--- config.mk ---
export PLATFORM = sky130hd
export DESIGN_NAME = nand_init_sequencer
export DESIGN_NICKNAME = d
export VERILOG_FILES = /design/src/rtl/nand_pkg.sv /design/src/rtl/nand_init_sequencer.sv
export SDC_FILE = /design/constraint.sdc
export NUM_CORES = 1
export LEC_CHECK = 0
export BUFFER_PORTS_ARGS = -buffer_cell sky130_fd_sc_hd__buf_4
export CORE_MARGIN = 5
export CORE_UTILIZATION = 55
export CTS_BUF_LIST = sky130_fd_sc_hd__clkbuf_2
export CTS_CLUSTER_DIAMETER = 100
export DETAILED_ROUTE_END_ITERATION = 10
export HOLD_SLACK_MARGIN = 0.06
export PLACE_DENSITY = 0.8
export SLEW_MARGIN = 30
export SYNTH_ARGS = -nofsm -noshare
export SYNTH_HDL_FRONTEND = slang
export SYNTH_SLANG_ARGS = --single-unit
--- constraint.sdc ---
create_clock -name clk -period 6.8 [get_ports clk]
set_clock_uncertainty 0.05 [all_clocks]
set_input_delay 1.7 -clock clk [delete_from_list [all_inputs] [get_ports clk]]
set_output_delay 1.7 -clock clk [all_outputs]
set_load 0.005 [all_outputs]
--- src/rtl/nand_pkg.sv ---
// Shared nand_master command codes and init-sequencer state encoding.
package nand_pkg;

  localparam logic [5:0] MReset             = 6'h01;
  localparam logic [5:0] MNandReset         = 6'h04;
  localparam logic [5:0] MNandReadId        = 6'h06;
  localparam logic [5:0] MiGetStatus        = 6'h0D;
  localparam logic [5:0] MiChipEnable       = 6'h0E;
  localparam logic [5:0] MiGetParamPageByte = 6'h12;
  localparam logic [5:0] MiGetIdByte        = 6'h13;
  localparam logic [5:0] MiSetDataPageByte  = 6'h15;

  typedef logic [2:0] state_t;

  localparam state_t StIdle    = 3'd0;
  localparam state_t StIssue   = 3'd1;
  localparam state_t StSettle  = 3'd2;
  localparam state_t StWait    = 3'd3;
  localparam state_t StCapture = 3'd4;
  localparam state_t StFail    = 3'd5;

  localparam logic [3:0] FirstIdStep = 4'd4;
  localparam logic [3:0] StatusStep  = 4'd9;

  typedef struct packed {
    logic [5:0] cmd;
    logic [7:0] arg;
  } step_entry_t;

endpackage

--- src/rtl/nand_init_sequencer.sv ---
// Drives nand_master through reset, chip enable, READ ID and status read, capturing
// the five ID bytes and the status byte, with a per-step busy timeout.
module nand_init_sequencer
  import nand_pkg::*;
#(
  parameter logic [15:0] TIMEOUT_CYCLES = 16'd65535,
  parameter logic [7:0]  CE_SEL         = 8'h00
) (
  input  logic        clk,
  input  logic        reset,
  input  logic        start,
  output logic        seq_busy,
  output logic        done,
  output logic        error,
  output logic [39:0] id_out,
  output logic [7:0]  status_out,
  output logic [5:0]  nm_cmd,
  output logic [7:0]  nm_data_in,
  output logic        nm_activate,
  input  logic        nm_busy,
  input  logic [7:0]  nm_data_out
);

  state_t      state_q, state_d;
  logic [3:0]  step_q, step_d;
  logic [15:0] cnt_q, cnt_d;
  logic [5:0]  cmd_q, cmd_d;
  logic [7:0]  arg_q, arg_d;
  logic        done_q, done_d;
  logic        error_q, error_d;
  logic [39:0] id_q, id_d;
  logic [7:0]  status_q, status_d;
  step_entry_t next_entry;

  function automatic step_entry_t step_entry(input logic [3:0] step);
    step_entry_t e;
    e.cmd = MiGetIdByte;
    e.arg = 8'h00;
    case (step)
      4'd0: e.cmd = MReset;
      4'd1: begin
        e.cmd = MiChipEnable;
        e.arg = CE_SEL;
      end
      4'd2: e.cmd = MNandReset;
      4'd3: e.cmd = MNandReadId;
      4'd9: e.cmd = MiGetStatus;
      default: ;
    endcase
    return e;
  endfunction

  assign next_entry = step_entry(step_d);

  always_comb begin
    state_d  = state_q;
    step_d   = step_q;
    cnt_d    = cnt_q;
    cmd_d    = cmd_q;
    arg_d    = arg_q;
    done_d   = 1'b0;
    error_d  = error_q;
    id_d     = id_q;
    status_d = status_q;

    case (state_q)
      StIdle: begin
        if (start) begin
          error_d = 1'b0;
          step_d  = 4'd0;
          state_d = StIssue;
        end
      end
      StIssue: begin
        cnt_d   = 16'd0;
        state_d = StSettle;
      end
      StSettle: state_d = StWait;
      StWait: begin
        cnt_d = (cnt_q == 16'hFFFF) ? cnt_q : cnt_q + 16'd1;
        if (!nm_busy) begin
          state_d = StCapture;
        end else if (cnt_d >= TIMEOUT_CYCLES) begin
          state_d = StFail;
        end
      end
      StCapture: begin
        for (int b = 0; b < 5; b++) begin
          if (step_q == FirstIdStep + 4'(b)) id_d[8*b +: 8] = nm_data_out;
        end
        if (step_q == StatusStep) begin
          status_d = nm_data_out;
          done_d   = 1'b1;
          state_d  = StIdle;
        end else begin
          step_d  = step_q + 4'd1;
          state_d = StIssue;
        end
      end
      StFail: begin
        error_d = 1'b1;
        done_d  = 1'b1;
        state_d = StIdle;
      end
      default: state_d = StIdle;
    endcase

    // Latch the command on entry to ISSUE so it holds steady until WAIT exits.
    if (state_d == StIssue) begin
      cmd_d = next_entry.cmd;
      arg_d = next_entry.arg;
    end
  end

  always_ff @(posedge clk or posedge reset) begin
    if (reset) begin
      state_q  <= StIdle;
      step_q   <= 4'd0;
      cnt_q    <= 16'd0;
      cmd_q    <= 6'd0;
      arg_q    <= 8'd0;
      done_q   <= 1'b0;
      error_q  <= 1'b0;
      id_q     <= 40'd0;
      status_q <= 8'd0;
    end else begin
      state_q  <= state_d;
      step_q   <= step_d;
      cnt_q    <= cnt_d;
      cmd_q    <= cmd_d;
      arg_q    <= arg_d;
      done_q   <= done_d;
      error_q  <= error_d;
      id_q     <= id_d;
      status_q <= status_d;
    end
  end

  assign nm_activate = (state_q == StIssue);
  assign seq_busy    = (state_q != StIdle);
  assign nm_cmd      = cmd_q;
  assign nm_data_in  = arg_q;
  assign done        = done_q;
  assign error       = error_q;
  assign id_out      = id_q;
  assign status_out  = status_q;

endmodule
==> flow_summary.json, run 1 <==
{
  "cts_buffer_depth": 2,
  "cts-root-buf": "clkbuf_2",
  "leakage_nw": 2.03,
  "ios": 78,
  "grt_pass1_vias": 2888,
  "io_buffers": 68,
  "dr.pass1.iters": 5,
  "drt_iter0_drc": 170,
  "dieHeight_um": 92.9,
  "path_clk_slew_ps": 230,
  "synth-edff-count": 0,
  "yosysSeqAreaShare_pct": 51.6,
  "crit_path_end_kind": "primary output",
  "cts_hold_buf": 0,
  "rrSetupSlack_ps": 4070,
  "drc": 0,
  "cts_made_buffers": 9,
  "drive_above_1_share_pct": 35.0,
  "hold_class": "reg2reg",
  "crit_fanout": 19,
  "tritoncts": "yes",
  "synth_ff_type": "dfrtp_1",
  "async_flop_share_pct": 100,
  "yosys_warnings": 0,
  "synth.distinct_cells": 57,
  "fmax_mhz": 256,
  "drtAntennaViolNets": 0,
  "r2r_cells": 7,
  "antenna_found_initial": 0,
  "peakVddDrop_mv": 0.168,
  "reg2reg_from": "cnt_q[0]",
  "grt_pass1_wl_mm": 14.2,
  "critPathRequiredTime_ps": 5050,
  "maxSlewHeadroom_pct": 55.5,
  "cts_resized": 0,
  "syn_area_um2": 3780,
  "core_area_um2": 6760,
  "final_common_cell": "dfrtp_1",
  "ys_ff_latch": 78,
  "setup_viol_count_final": 0,
  "hpwl_mm": 6.00,
  "routed_wl_mm": 8.48,
  "dieArea_um2": 8630,
  "rows": 30,
  "min_from": "nm_cmd[2]",
  "finalHoldViolations": 0,
  "n_antenna_cell": 0,
  "grt_overflow": 0,
  "startpoint_type": "flop",
  "finalCritPeriodShare_pct": 57.5,
  "wl_per_cell_um": 17.3,
  "fp.dieW_um": 92.9,
  "floorplan.initialDensity_pct": 56.0,
  "finalSetupTns_ps": 0,
  "arrival_ps": 2160,
  "synthCells": 340,
  "power_density_nw_per_um2": 270,
  "postCtsSetupBuffers": 0,
  "cap_violations": 0,
  "area_growth_syn_to_layout_pct": 17.4,
  "reg2reg_to": "state_q[1]",
  "grt.total_usage_pct": 20.8,
  "grt_max_degree": 48,
  "rsz0062_at_grt": "false",
  "dpl_cell_area_um2": 4300,
  "htreeDepth": 3,
  "clk-insertion-delay-late_ps": 540,
  "clock-sinks": 78,
  "gp_congestion": 0.893,
  "fin_crit_ps": 3910,
  "hold_depth": 2,
  "outcome": "finished clean",
  "synth_area_per_cell_um2": 11.1,
  "layout_common_cells": "dfrtp_1 (78), buf_4 (69), mux2_2 (48), nand2_1 (30), nor2_1 (19)",
  "finalInstanceArea_um2": 4440,
  "vias_per_cell": 5.85,
  "vias": 2862,
  "path_class": "reg2out",
  "worst_pin_slew_ps": 663,
  "nNetsFinal": 421,
  "maxSlewViolCount": 0,
  "hold_end": "nm_cmd[2]"
}
kinds of logic (layout without fill, tap and decap cells):
family	Yosys count	in the layout	share of synthesized area (%)
compound gates	70	70	12.1
buf+inv	33	94	4.47
mux	54	54	15.9
xor+xnor	3	3	0.695
flops	78	78	51.6
other cells	1	9	0.0992
fa+ha+maj	5	5	1.65
simple gates	96	96	13.4
worst max-delay path, cell delays in order, from the launching register on:
cell,delay [ps]
dfrtp_1,650
inv_1,180
nand2_1,540
nor2_1,90
buf_4,160
sequential cells by signal (all words and copies together), names as in the netlist:
name / count
id_out: 40
cnt_q: 16
status_out: 8
nm_cmd: 5
step_q: 4
state_q: 3
done: 1
error: 1
worst max-delay path by stage:
stage / depth (start not counted) / endpoint / startpoint
3_5_place_dp: 4 / nm_activate / state_q[2]
3_3_place_gp: 4 / nm_activate / state_q[2]
6_report: 4 / nm_activate / state_q[2]
2_1_floorplan: 1 / cnt_q[0] / reset
4_1_cts: 4 / nm_activate / state_q[2]
5_1_grt: 4 / nm_activate / state_q[2]
cells in the mapped netlist (2+ instances only):
master | number | area (µm²)
nand2_1 | 30 | 113
and4_1 | 2 | 17.5
nand4_1 | 8 | 50.1
o21ai_0 | 18 | 90.1
clkbuf_1 | 8 | 30.0
a41oi_1 | 2 | 17.5
mux2_2 | 48 | 541
a22oi_1 | 2 | 15.0
o22a_1 | 3 | 26.3
nand3_1 | 8 | 40.0
and2_1 | 2 | 12.5
inv_1 | 9 | 33.8
xnor2_1 | 2 | 17.5
and3_1 | 4 | 25.0
buf_4 | 10 | 75.1
mux2i_1 | 5 | 50.1
a22o_1 | 3 | 26.3
nor3_1 | 8 | 40.0
nor2_1 | 19 | 71.3
nor2b_1 | 4 | 25.0
a21oi_1 | 18 | 90.1
buf_2 | 5 | 25.0
a31oi_1 | 2 | 12.5
o31ai_1 | 6 | 45.0
dfrtp_1 | 78 | 1950
ha_1 | 5 | 62.6
through the flow:
step / worst slack [ps] / hold WS (ps) / total power (W) / utilization, % / instances
after floorplan: 3050 / 421 / 0.000815 / - / 348
after global placement: 3590 / 426 / 0.000918 / 63.6 / 473
after detailed placement: 3530 / 433 / 0.000932 / 63.6 / 473
after CTS: 2900 / 483 / 0.00120 / 65.6 / 489
after global routing: 2700 / 517 / 0.00128 / 65.7 / 489
final: 2890 / 479 / 0.00120 / 65.7 / 489
routing by layer:
layer	GRT usage (%)	vias to the layer above	part of all wire (%)
met5	0	-	0
met4	7.08	0	1.4
met3	7.23	12	7.1
met2	33.2	80	50
met1	26.4	1415	42
li1	-	1355	-
power breakdown:
part	internal [W]	switching [W]	total (W)
clock network	0.0000936	0.000182	0.000275
registers	0.000520	0.0000880	0.000608
logic	0.000140	0.000176	0.000316
cell type report:
type / count / area, µm²
clock buffers: 9 / 45.0
flip-flops and latches: 78 / 1950
clock inverters: 7 / 86.3
multi-input cells: 237 / 1710
repair buffers: 69 / 518
inverters: 9 / 33.8
well taps: 80 / 100
fillers: 536 / 2320
No activity file was read; power rests on OpenSTA's default activity.
==> run 2, diff against run 1 <==
==> constraint.sdc (replaced) <==
create_clock -name clk -period 3.7 [get_ports clk]
set_clock_uncertainty 0.05 [all_clocks]
set_input_delay 0.925 -clock clk [delete_from_list [all_inputs] [get_ports clk]]
set_output_delay 0.925 -clock clk [all_outputs]
set_load 0.005 [all_outputs]
==> run 2 against run 1 <==
  * Setup slack worse by 2100 ps
  * Critical path type unchanged
  * Cell count up 0.41%
  * Sequential share of layout area down 0.074 points
  * Sequential power up 84%
  * Highest routed layer unchanged
  * First-iteration DRC count down 13%
  * Total power up 84%
  * Global-route usage up 0.84 points
==> flow_summary.json, run 2 (same netlist as run 1, synthesis figures left out) <==
{
  "final_common_cell": "dfrtp_1",
  "wl_met1_mm": 3.61,
  "grt_pass1_wl_mm": 14.8,
  "grt_max_degree": 54,
  "dieHeight_um": 92.9,
  "path_class": "reg2out",
  "crit_top_cell": "buf_4",
  "reg2reg_from": "cnt_q[0]",
  "ios": 78,
  "grt.total_usage_pct": 21.6,
  "nNetsFinal": 423,
  "postCtsSetupBuffers": 0,
  "fp.dieW_um": 92.9,
  "finalSetupTns_ps": 0,
  "setup_viol_count_final": 0,
  "startpoint_type": "flop",
  "clk-insertion-delay-late_ps": 510,
  "crit_fanout": 19,
  "maxSlewViolCount": 0,
  "peakVddDrop_mv": 0.367,
  "critPathBufInv": 3,
  "place_inst": 475,
  "worst_pin_slew_ps": 716,
  "crit_chain": "inv_1 -> nand2_1 -> buf_4 -> nor2_1 -> buf_4",
  "tritoncts": "yes",
  "drc": 0,
  "clock-sinks": 78,
  "floorplan.initialDensity_pct": 56.0,
  "routed_wl_mm": 8.72,
  "highest_layer": "met4",
  "rsz0062_at_grt": "false",
  "drtAntennaViolNets": 0,
  "path_depth": 5,
  "finalNonFillerCells": 491,
  "drive_above_1_share_pct": 35.0,
  "cp_slowest_cell": "dfrtp_1",
  "fmax_mhz": 346,
  "grt_pass1_vias": 2986,
  "crit_path_end_kind": "primary output",
  "antenna_found_initial": 0,
  "slowest_delay_ps": 670,
  "vias": 2908,
  "htreeDepth": 3,
  "cts-root-buf": "clkbuf_2",
  "gp_congestion": 0.947,
  "cp-startpoint": "state_q[2]",
  "area_growth_syn_to_layout_pct": 17.6,
  "drt_iter0_drc": 148,
  "cpLargestDelayFamily": "flip-flops",
  "path_clk_slew_ps": 240,
  "hold_class": "in2async",
  "wl_per_cell_um": 17.8,
  "finalCritPeriodShare_pct": 78.1,
  "vias_per_cell": 5.92,
  "n_antenna_cell": 0,
  "cts_resized": 0,
  "cap_violations": 0,
  "r2r_cells": 7,
  "power_density_nw_per_um2": 498,
  "dr.pass1.iters": 5,
  "cts_buffer_depth": 2,
  "rows": 30,
  "outcome": "finished clean",
  "grt_overflow": 0,
  "fin_crit_ps": 2890,
  "leakage_nw": 2.03,
  "finalHoldViolations": 0,
  "cts_made_buffers": 9,
  "hpwl_mm": 6.28,
  "arrival_ps": 1910,
  "holdWs_ps": 392,
  "cts_hold_buf": 0,
  "io_buffers": 68,
  "layout_common_cells": "dfrtp_1 (78), buf_4 (70), mux2_2 (48), nand2_1 (30), nor2_1 (19)",
  "maxSlewHeadroom_pct": 52.1,
  "core_area_um2": 6760,
  "utilization_pct": 65.8,
  "critPathRequiredTime_ps": 2720,
  "dr_wl_met2_mm": 4.27,
  "largest_reg_flops": 40,
  "dieArea_um2": 8630,
  "wl_met3_um": 635
}
run 2: cell count changes in the layout (fill, tap and decap cells not counted):
cell | before | now
buf_12 | 0 | 1
buf_4 | 69 | 70
clkinv_2 | 0 | 1
clkinv_4 | 1 | 2
clkinvlp_4 | 1 | 0
inv_8 | 2 | 1
nor4_1 | 0 | 1
nor4_4 | 1 | 0
run 2: layout make-up:
cell class | count | area (µm²)
Inverter | 9 | 33.8
Timing Repair Buffer | 71 | 546
Tap cell | 80 | 100
Sequential cell | 78 | 1950
Fill cell | 532 | 2310
Clock buffer | 9 | 45.0
Clock inverter | 7 | 81.3
Multi-Input combinational cell | 237 | 1690
run 2: final timing paths:
| check | end | slack [ps] |
|---|---|---|
| setup / recovery | nm_activate | 810 |
| hold / removal | cnt_q[6] | 390 |
| setup reg to reg | state_q[1] | 1130 |
| hold reg to reg | nm_cmd[3] | 470 |
| max in group asynchronous | step_q[2] | 2500 |
| min in group clk | nm_cmd[3] | 470 |
run 2: metrics by stage:
step | worst slack [ps] | power, W | instance area (µm²)
finish | 812 | 0.00221 | 4450
global route | 638 | 0.00237 | 4450
CTS | 786 | 0.00223 | 4450
detailed placement | 1150 | 0.00174 | 4320
global placement | 1220 | 0.00170 | 4320
floorplan | 730 | 0.00150 | 3810
run 2: where the power goes:
group / internal (W) / switching, W / leakage [nW]
clock: 0.000168 / 0.000325 / 0.0788
combinational: 0.000267 / 0.000330 / 0.994
sequential: 0.000956 / 0.000167 / 0.953
total: 0.00139 / 0.000822 / 2.03
run 2: per-layer routing:
metal / GRT usage, % / vias up
li1: - / 1356
met2: 35.2 / 95
met4: 7.33 / 0
met5: 0 / -
met3: 7.55 / 16
met1: 26.9 / 1441
==> run 3, diff against run 2 <==
--- a/config.mk
+++ b/config.mk
@@ -5,14 +5,15 @@
 export SDC_FILE = /design/constraint.sdc
 export NUM_CORES = 1
 export LEC_CHECK = 0
+export ABC_AREA = 1
 export BUFFER_PORTS_ARGS = -buffer_cell sky130_fd_sc_hd__buf_4
 export CORE_MARGIN = 5
-export CORE_UTILIZATION = 55
+export CORE_UTILIZATION = 51
 export CTS_BUF_LIST = sky130_fd_sc_hd__clkbuf_2
 export CTS_CLUSTER_DIAMETER = 100
 export DETAILED_ROUTE_END_ITERATION = 10
 export HOLD_SLACK_MARGIN = 0.06
-export PLACE_DENSITY = 0.8
+export PLACE_DENSITY = 0.78
 export SLEW_MARGIN = 30
 export SYNTH_ARGS = -nofsm -noshare
 export SYNTH_HDL_FRONTEND = slang
==> constraint.sdc (replaced) <==
create_clock -name clk -period 2.6 [get_ports clk]
set_clock_uncertainty 0.05 [all_clocks]
set_input_delay 0.65 -clock clk [delete_from_list [all_inputs] [get_ports clk]]
set_output_delay 0.65 -clock clk [all_outputs]
set_load 0.005 [all_outputs]
==> run 3 against run 2 <==
  * Critical path depth unchanged
  * Wire length down 3.1%
  * Synthesized area down 0.36%
  * Cell count is 25% higher
  * Total power grew 31%
==> flow_summary.json, run 3 <==
{
  "outcome": "finished clean",
  "core_area_um2": 7210,
  "routed_wl_mm": 8.45,
  "synthTopCellsByCount": "nand2_1 (84), dfrtp_1 (78), nor2_1 (60)",
  "leakage_nw": 2.02,
  "crit_path_end_kind": "primary output",
  "drive_above_1_share_pct": 24.4,
  "yosysMostFrequentCell": "nand2_1",
  "gp_congestion": 0.926,
  "dpl_cell_area_um2": 4350,
  "cts_buffer_depth": 2,
  "nFillCells": 646,
  "maxSlewHeadroom_pct": 49.0,
  "htreeDepth": 3,
  "drtAntennaViolNets": 0,
  "crit_fanout": 14,
  "n_antenna_cell": 0,
  "drt_iter0_drc": 169,
  "vias": 3127,
  "synthTopCellsByArea": "dfrtp_1 (52%), nand2_1 (8.4%), nor2_1 (6.0%), a21oi_1 (5.6%), inv_1 (4.4%)",
  "antenna_found_initial": 0,
  "synth_area_per_cell_um2": 8.64,
  "final_common_cell": "nand2_1",
  "finalHoldViolations": 0,
  "yosysTopAreaCellShare_pct": 51.8,
  "io_buffers": 68,
  "finalInstanceArea_um2": 4470,
  "power_density_nw_per_um2": 649,
  "ys_ff_latch": 78,
  "synth_ff_type": "dfrtp_1",
  "syn_area_um2": 3770,
  "layout_setup_ws_ps": 175,
  "wl_per_cell_um": 13.8,
  "dr.pass1.iters": 4,
  "finalSetupTns_ps": 0,
  "vias_per_cell": 5.11,
  "layout_common_cells": "nand2_1 (84), dfrtp_1 (77), buf_4 (70), nor2_1 (60), inv_1 (43)",
  "maxSlewViolCount": 0,
  "yosysSeqAreaShare_pct": 51.8,
  "grt_overflow": 0,
  "worst_pin_slew_ps": 759,
  "dieArea_um2": 9210,
  "area_growth_syn_to_layout_pct": 18.5,
  "synthCells": 436,
  "critPathRequiredTime_ps": 1900,
  "clk-insertion-delay-late_ps": 520,
  "hold_class": "in2async",
  "grt_pass1_vias": 2890,
  "dieHeight_um": 95.9,
  "tritoncts": "yes",
  "fp.dieW_um": 95.9,
  "ios": 78,
  "synth-edff-count": 0,
  "setup_viol_count_final": 0,
  "hpwl_mm": 6.32,
  "yosys.area.top_type": "dfrtp_1",
  "nNetsFinal": 525,
  "cap_violations": 0,
  "fmax_mhz": 412,
  "r2r_cells": 12,
  "cts_made_buffers": 9,
  "synth.distinct_cells": 37,
  "largest_reg_flops": 40,
  "yosys_warnings": 0,
  "pre_cts_ws_ps": 747,
  "floorplan.initialDensity_pct": 52.2,
  "grt.total_usage_pct": 19.3,
  "postCtsSetupBuffers": 0,
  "drc": 0,
  "arrival_ps": 1720,
  "path_class": "reg2out",
  "grt_pass1_wl_mm": 13.8,
  "clock-sinks": 78,
  "rsz0062_at_grt": "false",
  "finalCritPeriodShare_pct": 93.3,
  "peakVddDrop_mv": 0.535,
  "async_flop_share_pct": 100,
  "cts-root-buf": "clkbuf_2",
  "fin_crit_ps": 2420,
  "grt_max_degree": 79,
  "path_clk_slew_ps": 270,
  "startpoint_type": "flop",
  "rows": 31
}
==> run 3: cell types whose count changed after synthesis, moves of 6 or more <==
cell	delta
nand2_1	+54
mux2_2	-48
nor2_1	+41
inv_1	+35
a21oi_1	+24
nand3_1	+10
clkbuf_1	-7
nor3_1	-7
o21ai_1	+7
nand2_2	+6
o31ai_1	-6
==> run 3: critical path: stages, from the launching register on <==
cell and delay [ps]:
dfrtp_2 530, nor2_1 130, buf_4 210, inv_1 130, nor2_1 100, buf_4 110
==> run 3: timing repair <==
item	4_1_cts	5_1_grt
endpoints found under the setup margin	0	1
gates resized for setup	0	1
hold endpoints to repair	0	0
hold buffers	0	0
==> run 3: cell type report <==
| class | instances | area (µm²) | share of cell area, % |
|---|---|---|---|
| flip-flops and latches | 78 | 1950 | 43.7 |
| multi-input cells | 298 | 1530 | 34.2 |
| repair buffers | 71 | 546 | 12.2 |
| inverters | 50 | 208 | 4.65 |
| well taps | 99 | 124 | 2.77 |
| clock inverters | 7 | 65.1 | 1.46 |
| clock buffers | 9 | 45.0 | 1.01 |
==> run 3: per-stage QoR <==
step	power (W)	hold WS, ps	std cells	util [%]
6_report	0.00290	122	612	61.9
5_1_grt	0.00311	105	612	61.9
4_1_cts	0.00291	121	612	61.9
3_5_place_dp	0.00230	416	596	60.4
3_3_place_gp	0.00227	420	596	60.4
2_1_floorplan	0.00199	415	444	-
==> run 3: power breakdown <==
| group | internal, W | leakage (nW) | switching (W) |
|---|---|---|---|
| registers | 0.00135 | 0.825 | 0.000118 |
| clock network | 0.000143 | 0.0583 | 0.000478 |
| logic | 0.000332 | 1.13 | 0.000483 |
==> run 3: worst paths after layout <==
| check | slack, ps | to | start |
|---|---|---|---|
| max | 180 | nm_activate | state_q[2] |
| min | 120 | id_out[0] | reset |
| max reg2reg | 700 | state_q[1] | cnt_q[0] |
| min reg2reg | 470 | error | error |
| max in group asynchronous | 2020 | state_q[2] | reset |
| min in group clk | 210 | state_q[2] | nm_busy |
==> run 3: logic make-up (layout without fill, tap and decap cells) <==
kind of cell               Yosys count  in the layout  synth area share (%)
DFF                                 78             78                  51.8
xor gates and xnor gates             5              5                  1.16
buffers and inverters               68            137                  8.50
AOI/OAI and AO/OA                   85             85                  12.3
adders and majority gates            5              5                  1.66
other                                1              9                0.0995
and+or+nand+nor                    194            194                  24.4
==> run 3: routing by layer <==
| layer | vias to the layer above | track usage (%) | part of all wire, % |
|---|---|---|---|
| li1 | 1534 | - | - |
| met1 | 1461 | 27.3 | 45 |
| met2 | 123 | 29.2 | 44 |
| met3 | 9 | 5.24 | 9.1 |
| met4 | 0 | 5.69 | 1.1 |
| met5 | - | 0 | 0 |
